--- src/rtl/maxnet_pkg.sv ---
// Shared types and constants for the Maxnet job sequencer and its job FIFO.
package maxnet_pkg;

    localparam int FP_W        = 32;
    localparam int TAG_W       = 4;
    localparam int TIMEOUT_DEF = 1024;

    typedef enum logic [1:0] {
        ST_IDLE,
        ST_START,
        ST_WAIT,
        ST_DONE
    } state_t;

    typedef struct packed {
        logic [FP_W-1:0]  eps;
        logic [FP_W-1:0]  a1;
        logic [FP_W-1:0]  a2;
        logic [FP_W-1:0]  a3;
        logic [FP_W-1:0]  a4;
        logic [TAG_W-1:0] tag;
    } job_t;

endpackage

--- src/rtl/maxnet_job_fifo.sv ---
// Small job queue: operands plus tag, show-ahead head, simultaneous push/pop allowed when full.
module maxnet_job_fifo
    import maxnet_pkg::*;
#(
    parameter int DEPTH = 2
) (
    input  logic clk,
    input  logic rst,
    input  logic push,
    input  job_t din,
    input  logic pop,
    output job_t dout,
    output logic empty,
    output logic full
);

    localparam int PTR_W = (DEPTH > 1) ? $clog2(DEPTH) : 1;
    localparam int CNT_W = $clog2(DEPTH + 1);

    job_t             mem [DEPTH];
    logic [PTR_W-1:0] wr_ptr_reg;
    logic [PTR_W-1:0] rd_ptr_reg;
    logic [CNT_W-1:0] count_reg;
    logic             do_push;
    logic             do_pop;

    function automatic logic [PTR_W-1:0] ptr_inc(input logic [PTR_W-1:0] p);
        return (p == PTR_W'(DEPTH - 1)) ? '0 : p + 1'b1;
    endfunction

    assign empty   = (count_reg == '0);
    assign full    = (count_reg == CNT_W'(DEPTH));
    assign do_pop  = pop && !empty;
    // A pop frees the head slot in the same cycle, so a full FIFO can still accept.
    assign do_push = push && (!full || do_pop);
    assign dout    = mem[rd_ptr_reg];

    always_ff @(posedge clk) begin
        if (do_push) begin
            mem[wr_ptr_reg] <= din;
        end
    end

    always_ff @(posedge clk or negedge rst) begin
        if (!rst) begin
            wr_ptr_reg <= '0;
            rd_ptr_reg <= '0;
            count_reg  <= '0;
        end else begin
            if (do_push) begin
                wr_ptr_reg <= ptr_inc(wr_ptr_reg);
            end
            if (do_pop) begin
                rd_ptr_reg <= ptr_inc(rd_ptr_reg);
            end
            if (do_push && !do_pop) begin
                count_reg <= count_reg + 1'b1;
            end else if (!do_push && do_pop) begin
                count_reg <= count_reg - 1'b1;
            end
        end
    end

endmodule

--- src/rtl/maxnet_sequencer.sv ---
// Queues jobs, launches one Maxnet run at a time, and returns tagged results in issue order.
module maxnet_sequencer
    import maxnet_pkg::*;
#(
    parameter int DEPTH   = 2,
    parameter int TIMEOUT = TIMEOUT_DEF
) (
    input  logic             clk,
    input  logic             rst,
    input  logic             job_valid,
    output logic             job_ready,
    input  logic [FP_W-1:0]  job_eps,
    input  logic [FP_W-1:0]  job_a1,
    input  logic [FP_W-1:0]  job_a2,
    input  logic [FP_W-1:0]  job_a3,
    input  logic [FP_W-1:0]  job_a4,
    output logic             mx_start,
    output logic [FP_W-1:0]  mx_eps,
    output logic [FP_W-1:0]  mx_a1,
    output logic [FP_W-1:0]  mx_a2,
    output logic [FP_W-1:0]  mx_a3,
    output logic [FP_W-1:0]  mx_a4,
    input  logic             mx_finish,
    input  logic [FP_W-1:0]  mx_out,
    output logic             res_valid,
    input  logic             res_ready,
    output logic [FP_W-1:0]  res_data,
    output logic [TAG_W-1:0] res_tag,
    output logic             err,
    output logic             busy
);

    localparam int WC_W = (TIMEOUT > 1) ? $clog2(TIMEOUT) : 1;

    state_t            state_reg;
    state_t            state_next;
    job_t              fifo_din;
    job_t              fifo_head;
    logic              fifo_empty;
    logic              fifo_full;
    logic              push;
    logic              pop;
    logic              capture;
    logic              timeout;
    logic              fin_reg;
    logic [WC_W-1:0]   wait_cnt_reg;
    logic [TAG_W-1:0]  tag_cnt_reg;
    logic [TAG_W-1:0]  cur_tag_reg;

    assign job_ready = !fifo_full;
    assign push      = job_valid && job_ready;
    assign fifo_din  = '{eps: job_eps, a1: job_a1, a2: job_a2, a3: job_a3, a4: job_a4,
                         tag: tag_cnt_reg};
    assign busy      = (state_reg != ST_IDLE) || !fifo_empty;

    maxnet_job_fifo #(
        .DEPTH (DEPTH)
    ) u_fifo (
        .clk   (clk),
        .rst   (rst),
        .push  (push),
        .din   (fifo_din),
        .pop   (pop),
        .dout  (fifo_head),
        .empty (fifo_empty),
        .full  (fifo_full)
    );

    always_ff @(posedge clk or negedge rst) begin
        if (!rst) begin
            state_reg <= ST_IDLE;
        end else begin
            state_reg <= state_next;
        end
    end

    always_comb begin
        state_next = state_reg;
        pop        = 1'b0;
        capture    = 1'b0;
        timeout    = 1'b0;
        mx_start   = 1'b0;
        case (state_reg)
            ST_IDLE: begin
                // Hold off issuing while a result is still waiting to be drained.
                if (!fifo_empty && !res_valid) begin
                    pop        = 1'b1;
                    state_next = ST_START;
                end
            end
            ST_START: begin
                mx_start   = 1'b1;
                state_next = ST_WAIT;
            end
            ST_WAIT: begin
                // Only a fresh 0->1 transition counts; a stale high level is ignored.
                if (mx_finish && !fin_reg) begin
                    capture    = 1'b1;
                    state_next = ST_DONE;
                end else if (wait_cnt_reg == WC_W'(TIMEOUT - 1)) begin
                    timeout    = 1'b1;
                    state_next = ST_IDLE;
                end
            end
            ST_DONE: begin
                state_next = ST_IDLE;
            end
            default: begin
                state_next = ST_IDLE;
            end
        endcase
    end

    always_ff @(posedge clk or negedge rst) begin
        if (!rst) begin
            fin_reg      <= 1'b0;
            wait_cnt_reg <= '0;
            tag_cnt_reg  <= '0;
            cur_tag_reg  <= '0;
            mx_eps       <= '0;
            mx_a1        <= '0;
            mx_a2        <= '0;
            mx_a3        <= '0;
            mx_a4        <= '0;
            res_valid    <= 1'b0;
            res_data     <= '0;
            res_tag      <= '0;
            err          <= 1'b0;
        end else begin
            fin_reg      <= mx_finish;
            wait_cnt_reg <= (state_reg == ST_WAIT) ? wait_cnt_reg + 1'b1 : '0;
            if (push) begin
                tag_cnt_reg <= tag_cnt_reg + 1'b1;
            end
            if (pop) begin
                mx_eps      <= fifo_head.eps;
                mx_a1       <= fifo_head.a1;
                mx_a2       <= fifo_head.a2;
                mx_a3       <= fifo_head.a3;
                mx_a4       <= fifo_head.a4;
                cur_tag_reg <= fifo_head.tag;
            end
            if (capture) begin
                res_valid <= 1'b1;
                res_data  <= mx_out;
                res_tag   <= cur_tag_reg;
            end else if (res_valid && res_ready) begin
                res_valid <= 1'b0;
            end
            if (timeout) begin
                err <= 1'b1;
            end
        end
    end

endmodule

--- config.mk ---
export PLATFORM = sky130hd
export DESIGN_NAME = maxnet_sequencer
export DESIGN_NICKNAME = d
export VERILOG_FILES = /design/src/rtl/maxnet_pkg.sv /design/src/rtl/maxnet_job_fifo.sv /design/src/rtl/maxnet_sequencer.sv
export SDC_FILE = /design/constraint.sdc
export NUM_CORES = 1
export LEC_CHECK = 0
export CAP_MARGIN = 5
export CORE_ASPECT_RATIO = 0.8
export CORE_MARGIN = 2
export CORE_UTILIZATION = 40
export DETAILED_ROUTE_END_ITERATION = 12
export SYNTH_ARGS = -nofsm -noshare
export SYNTH_HDL_FRONTEND = slang
export SYNTH_SLANG_ARGS = --single-unit
export TNS_END_PERCENT = 10
--- constraint.sdc ---
create_clock -name clk -period 11.6 [get_ports clk]
set_input_delay 2.32 -clock clk [delete_from_list [all_inputs] [get_ports clk]]
set_output_delay 2.32 -clock clk [all_outputs]
set_load 0.005 [all_outputs]
==> results.toml, run 1 <==
[sta]
maxSlewViolCount = 0
slew_headroom = 0.2589
tightest_slew_ps = 1112
rsz0062_at_grt = "no"
setup_violations = 0
hold_violations = 0
finClkSkew_ps = 17.64
min_period_ps = 4220
max_freq_mhz = 237.0
setup_tns_ps = 0
min_period_over_period = 0.3638
holdWs_ps = 471.0
finalWorstSetupSlack_ps = 7380

[finish]
nNetsFinal = 1649
largest_reg_flops = 328
multi_input_area_um2 = 4554
seq_area_um2 = 15430
fillCellCount = 3976
syn2layout_area_growth_pct = 32.17
stdcell_count = 2171
fin_area_um2 = 26710
drive_above_1_share = 0.3005
regMostFlops = "u_fifo.mem"

[hold_path]
holdCritPathClass = "reg -> reg"
hp-start = "err"
hold_path_end = "err"
worstHoldPathCells = 1

[synthesis]
synth_area_um2 = 20210
synth_top_area_cell = "edfxtp_1"
ys_ff_latch = 551
ys_types = 34
synthCells = 1025
ys_warn_count = 0
syn_avg_cell_area_um2 = 19.72
synth_edf_count = 328
synth.net_count = 1225
synth_top_cell_area_share = 0.4873
synth_ff_type = "edfxtp_1"
synth-async-reset-ratio = 0.4047
synthTopCellsByCount = "346 x mux2_2, 328 x edfxtp_1, 223 x dfrtp_1, 19 x mux2_1, 18 x buf_2"
synth_seq_area_share = 0.7634
synth_area_leaders = "edfxtp_1 49%, dfrtp_1 28%, mux2_2 19%"
yosysMostFrequentCell = "mux2_2"

[grt]
gr-total-overflow = 0
grt_pass1_vias = 10910
grt_max_degree = 154
antenna_found_initial = 7
grt_use_total = 0.1656
grt_pass1_wl_um = 66180

[routing]
wl_per_cell_um = 20.21
via_per_inst = 4.795
remaining_drc_errors = 0
drt-initial-drc-count = 625
routed_wl_um = 43870
vias = 10410
first_pass_iters = 5
postRouteAntennaNets = 0

[critical_path]
worstReg2RegEnd = "mx_a1[6]"
crit_required_ps = 11810
start_kind = "input port"
cp_max_fo = 62
arrival_ps = 4430
r2r_slack_ps = 8790
rr_startpoint = "state_reg[0]"
r2r_cells = 4
crit_type = "in -> reg"
setup.worst_path.end_class = "register"

[clock_tree]
clk_latency_ps = 580
root_buffer = "clkbuf_16"
clk_path_buf_depth = 3
clkTransAtPathRegs_ps = 60
postCtsSetupRepairBufs = 0
cts_tree = "yes"
ctsHoldBuffers = 0
cts-htree-levels = 2
clock-sinks = 551
cts.repair.resized = 0
numCtsBuffers = 55

[run_status]
outcome = "finished, final reports clean"

[floorplan]
fp.dieH_um = 205.1
coreArea_um2 = 49780
num_rows = 73
initial_utilization = 0.4060
io-pin-count = 398
die_w_um = 255.3
die-area_um2 = 52350

[job]
max_cap_viol_count = 0

[place]
place_congestion = 0.7329
portBuffers = 397
placed_cell_area_um2 = 24920
pre_cts_ws_ps = 6745
place_hpwl_um = 27250
post-place-cells = 2067

[pwr]
ir_worst_vdd_v = 0.0001519
p_leak_nw = 9.726
power.density_nw_per_um2 = 271.2
-- worst max-delay path, stage by stage --
cell             delay [ps]
clkdlybuf4s50_1         540
and3_4                  660
buf_4                   810
-- through the flow --
stage                     total power (W)  utilization
final                            0.007244       0.5367
after global routing             0.007639       0.5366
after CTS                        0.007371       0.5366
after detailed placement         0.005590       0.5006
after global placement           0.005537       0.5006
after floorplan                  0.004424            -
-- logic make-up after synthesis --
family                   Yosys count  synth area share
AND/OR/NAND/NOR                   36           0.01046
adder cells (fa/ha/maj)            3          0.001857
flip-flops                       551            0.7634
multiplexers                     365            0.2034
buffers and inverters             45           0.01189
AO/OA/AOI/OAI                     14          0.004271
XOR/XNOR                          11          0.004767
-- layout by cell type (no fill, tap or decap), types with 2 or more instances in the layout --
master	count
nor2_1	7
clkbuf_1	13
clkinv_2	9
bufinv_16	3
clkdlybuf4s50_1	396
xnor2_1	7
nand2_1	4
o21ai_0	3
inv_1	4
mux2_1	19
nand4_1	2
nand3_1	6
mux2_2	346
buf_4	9
o21a_1	2
clkbuf_16	55
diode_2	2
or3_1	2
edfxtp_1	328
nor2_4	2
clkinvlp_4	5
nor2b_1	2
dfrtp_1	222
o31ai_1	2
or4_1	2
ha_1	3
nand2b_1	3
clkbuf_8	12
xor2_1	4
clkinv_1	3
a21oi_1	4
-- how the worst max path moves through the flow --
stage	startpoint	end	slack, ps	depth (start not counted)
after floorplan	job_valid	u_fifo.mem[0][0]	1640	2
after global placement	job_valid	u_fifo.mem[1][57]	6740	3
after detailed placement	job_valid	u_fifo.mem[1][90]	6750	3
after CTS	u_fifo.count_reg[0]	busy	7370	3
after global routing	job_valid	u_fifo.mem[1][53]	7270	3
final	job_valid	u_fifo.mem[1][89]	7380	3
-- report_power, final --
part           switching, W  internal [W]
Combinational      0.000951       0.00145
Clock              0.000730       0.00102
Sequential         0.000297       0.00280
-- metal layers --
| metal | vias up | global-route usage | wire [um] |
|---|---|---|---|
| li1 | 4722 | - | - |
| met1 | 5330 | 0.2337 | 19890 |
| met2 | 279 | 0.2477 | 19920 |
| met3 | 67 | 0.05259 | 3205 |
| met4 | 12 | 0.04433 | 764 |
| met5 | - | 0 | 90 |
-- final cells by class --
type	count	share of cell area
Sequential cell	551	0.5777
Multi-Input combinational cell	429	0.1705
Clock buffer	80	0.05953
Clock inverter	22	0.007541
Tap cell	675	0.03161
Inverter	5	0.0007025
Antenna cell	2	0.0001873
Timing Repair Buffer	407	0.1522
Note: power is estimated with default switching activity, not from simulation.
==> run 2: changes to the inputs <==
Clock period 11.6 ns to 4.4 ns, I/O delays scaled along.
==> run 2 against run 1 <==
Total power grew to 2.6 times the previous value. Clock power rose to 2.6 times the previous value. Sequential share of layout area is 0.24 points lower. Critical endpoint is now busy. Largest power group unchanged. Global-route usage down 0.13 points.
==> results.toml, run 2 (synthesis gave the netlist of run 1 again) <==
[clock_tree]
cts_tree = "yes"
cts-htree-levels = 2
clk_latency_ps = 590
root_buffer = "clkbuf_16"
clk_path_buf_depth = 3
clkTransAtPathRegs_ps = 60
clock-sinks = 551
cts.repair.resized = 0
ctsHoldBuffers = 0
numCtsBuffers = 54
postCtsSetupRepairBufs = 0

[floorplan]
die-area_um2 = 52350
die_w_um = 255.3
num_rows = 73
io-pin-count = 398
coreArea_um2 = 49780
initial_utilization = 0.4060
fp.dieH_um = 205.1

[critical_path]
arrival_ps = 1860
cp_max_fo = 4
cp_slowest_cell = "clkdlybuf4s50_1"
cp_cell_sequence = "nor2_1 > nand2_1 > clkdlybuf4s50_1"
max_stage_delay_ps = 490
crit_required_ps = 3520
setup.worst_path.end_class = "output port"
crit_type = "reg -> out"
start_kind = "register"

[finish]
drive_above_1_share = 0.2949
syn2layout_area_growth_pct = 32.72
mostFrequentLayoutCells = "396 x clkdlybuf4s50_1, 346 x mux2_2, 328 x edfxtp_1, 222 x dfrtp_1, 57 x clkbuf_16"
nNetsFinal = 1653
regMostFlops = "u_fifo.mem"
multi_input_area_um2 = 4554
seq_area_um2 = 15430
mostFrequentLayoutCell = "clkdlybuf4s50_1"
largest_reg_flops = 328
fin_area_um2 = 26820
fillCellCount = 3962

[sta]
min_period_ps = 2740
slew_headroom = 0.3150
maxSlewViolCount = 0
finClkSkew_ps = 15.73
holdWs_ps = 323.7
tightest_slew_ps = 1025
hold_violations = 0
setup_violations = 0
finalWorstSetupSlack_ps = 1660
rsz0062_at_grt = "no"
setup_tns_ps = 0
min_period_over_period = 0.6228
max_freq_mhz = 364.9

[job]
max_cap_viol_count = 0

[pwr]
p_leak_nw = 9.758
p_seq_frac = 0.425
p_switching_w = 0.005145
ir_worst_vdd_v = 0.0005424
comb_power_share = 0.335
pwr-share-clk = 0.240
p_sw_frac = 0.2695
intPower_w = 0.01394
power.density_nw_per_um2 = 711.6

[grt]
grt_use_total = 0.1643
antenna_found_initial = 3
gr-total-overflow = 0
grt_pass1_vias = 11112
grt_pass1_wl_um = 66410
grt_max_degree = 92

[routing]
drt-initial-drc-count = 524
dr_wl_met3_um = 2649
remaining_drc_errors = 0
wl_met2_um = 20050
first_pass_iters = 4
postRouteAntennaNets = 0
wl_per_cell_um = 19.73
m1WireLength_um = 19440
vias = 10477
routed_wl_um = 42980
top_layer = "met5"
via_per_inst = 4.810

[place]
placed_cell_area_um2 = 25060
portBuffers = 397
place_congestion = 0.7113
pre_cts_ws_ps = 1453
place_hpwl_um = 27130

[run_status]
outcome = "finished, final reports clean"

[hold_path]
holdCritPathClass = "in -> async"
-- run 2: cell types whose count changed in the layout (fill, tap and decap cells not counted), moves of 3 or more --
| cell | before | now |
|---|---|---|
| buf_12 | 1 | 9 |
| clkbuf_8 | 12 | 4 |
| clkinv_2 | 9 | 6 |
| clkbuf_1 | 13 | 23 |
| buf_4 | 9 | 6 |
-- run 2: path summary, 6_finish.rpt --
check | from | endpoint | slack, ps | cells after the start
setup reg to reg | state_reg[0] | res_data[5] | 2110 | 3
hold / removal | rst | mx_a2[16] | 320 | 1
hold reg to reg | err | err | 460 | 1
min in group clk | err | err | 460 | 1
setup / recovery | u_fifo.count_reg[0] | busy | 1660 | 3
max in group asynchronous | rst | u_fifo.rd_ptr_reg | 3070 | 2
-- run 2: routing by layer --
layer | global-route usage | vias to the layer above
met1 | 0.2269 | 5378
met3 | 0.04244 | 65
met4 | 0.04937 | 2
met5 | 0 | -
met2 | 0.2568 | 280
li1 | - | 4752
-- run 2: power by group through the flow --
stage          Sequential (W)  Clock (W)  Combinational (W)
2_1_floorplan         0.00823          0            0.00336
6_report              0.00812    0.00457            0.00640
4_1_cts               0.00814    0.00472            0.00656
5_1_grt               0.00832    0.00491            0.00691
3_5_place_dp          0.00822          0            0.00654
3_3_place_gp          0.00817          0            0.00646
-- run 2: critical path: cells and delay by family, from the launching register on --
kind                   cells  cell delay, ps
buffers and inverters      1             490
DFF                        1             420
and+or+nand+nor            2             360
-- run 2: final cells by class --
cell class              count  area share
diodes                      4   0.0003732
clock buffers              84     0.05844
clock inverters            18    0.007137
inverters                   5   0.0006997
multi-input cells         429      0.1698
flip-flops and latches    551      0.5754
well taps                 675     0.03148
repair buffers            412      0.1567
-- run 2: stage by stage --
stage	utilization	power [W]	cells
after floorplan	-	0.01159	1025
after global placement	0.5033	0.01463	2072
after detailed placement	0.5033	0.01475	2072
after CTS	0.5387	0.01942	2174
after global routing	0.5387	0.02015	2175
final	0.5389	0.01909	2178
==> run 3: changes to the inputs <==
Clock period 4.4 ns to 2.81 ns, I/O delays scaled along.
==> run 3 against run 2 <==
Die area unchanged. Global-route usage decreased by 0.11 points. Register-to-register slack got worse by 1300 ps. Clock skew increased by 5.0 ps. Worst setup slack got worse by 1300 ps. Clock-buffer cell count decreased by 8. Clock power increased by 56%. Total power increased by 58%. Sequential cell count unchanged. Via count about the same. Critical path type unchanged.
==> results.toml, run 3 (synthesis gave the netlist of run 1 again) <==
[run_status]
outcome = "finished, final reports clean"

[routing]
drt-initial-drc-count = 511
vias = 10479
first_pass_iters = 4
via_per_inst = 4.783
routed_wl_um = 43450
postRouteAntennaNets = 0
remaining_drc_errors = 0
wl_per_cell_um = 19.83

[clock_tree]
clk_path_buf_depth = 3
root_buffer = "clkbuf_16"
cts_tree = "yes"
clock-sinks = 551
clk_latency_ps = 590
clkTransAtPathRegs_ps = 60
numCtsBuffers = 54
cts-htree-levels = 2

[sta]
setup_violations = 0
setup_tns_ps = 0
min_period_over_period = 0.8820
min_period_ps = 2478
holdWs_ps = 449.4
rsz0062_at_grt = "no"
max_freq_mhz = 403.5
hold_violations = 0
finClkSkew_ps = 20.76
maxSlewViolCount = 0
slew_headroom = 0.5809
tightest_slew_ps = 628.6

[floorplan]
num_rows = 73
die-area_um2 = 52350
io-pin-count = 398
fp.dieH_um = 205.1
initial_utilization = 0.4060
coreArea_um2 = 49780
die_w_um = 255.3

[hold_path]
hold_path_end = "fin_reg"
hp-start = "mx_finish"
worstHoldPathCells = 1
holdCritPathClass = "in -> reg"

[finish]
multi_input_area_um2 = 4569
seq_area_um2 = 15430
regMostFlops = "u_fifo.mem"
fillCellCount = 3951
drive_above_1_share = 0.3078
mostFrequentLayoutCell = "clkdlybuf4s50_1"
nNetsFinal = 1670
mostFrequentLayoutCells = "396 x clkdlybuf4s50_1, 346 x mux2_2, 328 x edfxtp_1, 222 x dfrtp_1, 57 x clkbuf_16"
syn2layout_area_growth_pct = 33.73
largest_reg_flops = 328

[grt]
use_met2 = 0.2573
globalRouteMet1Util = 0.2177
grt_max_degree = 77
antenna_found_initial = 5
grt_busiest_layer = "met2"
grt_pass1_wl_um = 65620
grt_use_total = 0.1632
grt_pass1_vias = 11031
grt_use_met3 = 0.05197
gr-total-overflow = 0

[job]
max_cap_viol_count = 0

[pwr]
power.density_nw_per_um2 = 1112
p_leak_nw = 9.890
ir_worst_vdd_v = 0.0006989
power.total_w = 0.03007

[critical_path]
cp_max_fo = 4
rr_startpoint = "state_reg[0]"
start_kind = "register"
cp_slowest_cell = "clkdlybuf4s50_1"
worstReg2RegEnd = "res_data[5]"
r2r_cells = 4
cp_cell_sequence = "nor2_1 > nand2_1 > clkdlybuf4s50_1"
arrival_ps = 1920
r2r_slack_ps = 820
setup.worst_path.end_class = "output port"
max_stage_delay_ps = 530
crit_type = "reg -> out"
crit_required_ps = 2250

[place]
portBuffers = 397
place_hpwl_um = 28160
place_congestion = 0.7331
-- run 3: changes by cell type in the layout (fill, tap and decap cells not counted), moves of 2 or more --
cell	delta
clkinv_2	+4
clkinv_1	+3
clkbuf_8	+3
clkbuf_1	-11
diode_2	-2
buf_12	+5
buf_4	+11
-- run 3: cell type report --
type                       count  area share
tap                          675     0.03125
antenna                        2   0.0001852
clock buffer                  76     0.05800
clock inverter                24    0.007175
timing repair buffer         429      0.1627
multi-input combinational    429      0.1691
inverter                       5   0.0006943
sequential                   551      0.5710
-- run 3: worst max-delay path by stage --
stage / end / cells past startpoint / slack [ps] / startpoint
after global routing: busy / 3 / 250 / u_fifo.count_reg[0]
after CTS: busy / 3 / 280 / u_fifo.count_reg[0]
final: busy / 3 / 330 / u_fifo.count_reg[0]
after global placement: u_fifo.mem[0][62] / 4 / 560 / job_valid
after detailed placement: u_fifo.mem[0][61] / 4 / 550 / job_valid
after floorplan: u_fifo.mem[0][0] / 3 / -680 / u_fifo.count_reg[0]
-- run 3: routing by layer --
metal,routed length (um),share of wire
met1,18970,0.44
met2,20580,0.47
met3,3051,0.070
met4,796,0.018
met5,55,0.0013
-- run 3: per-stage QoR --
step	cells	setup slack, ps	cell area [um2]	util
CTS	2189	277.5	27020	0.5429
global route	2189	250.5	27020	0.5429
global placement	2088	562.7	25250	0.5073
floorplan	1025	-683.1	20240	-
finish	2191	331.6	27030	0.5430
detailed placement	2088	545.7	25250	0.5073
-- run 3: what timing repair did --
item | in CTS | in global routing
resized for setup | 0 | 0
hold buffers | 1 | 0
buffers inserted | 0 | 0
endpoints found under the hold margin | 54 | 0
-- run 3: critical path, delay by kind of cell, from the launching register on --
kind / cells / cell delay (ps)
buffers and inverters: 1 / 530
DFF: 1 / 420
and+or+nand+nor: 2 / 380
-- run 3: report_power, final --
group	switching, W	internal (W)
clock network	0.00296	0.00415
logic	0.00392	0.00626
registers	0.00122	0.0116
total	0.00811	0.0220
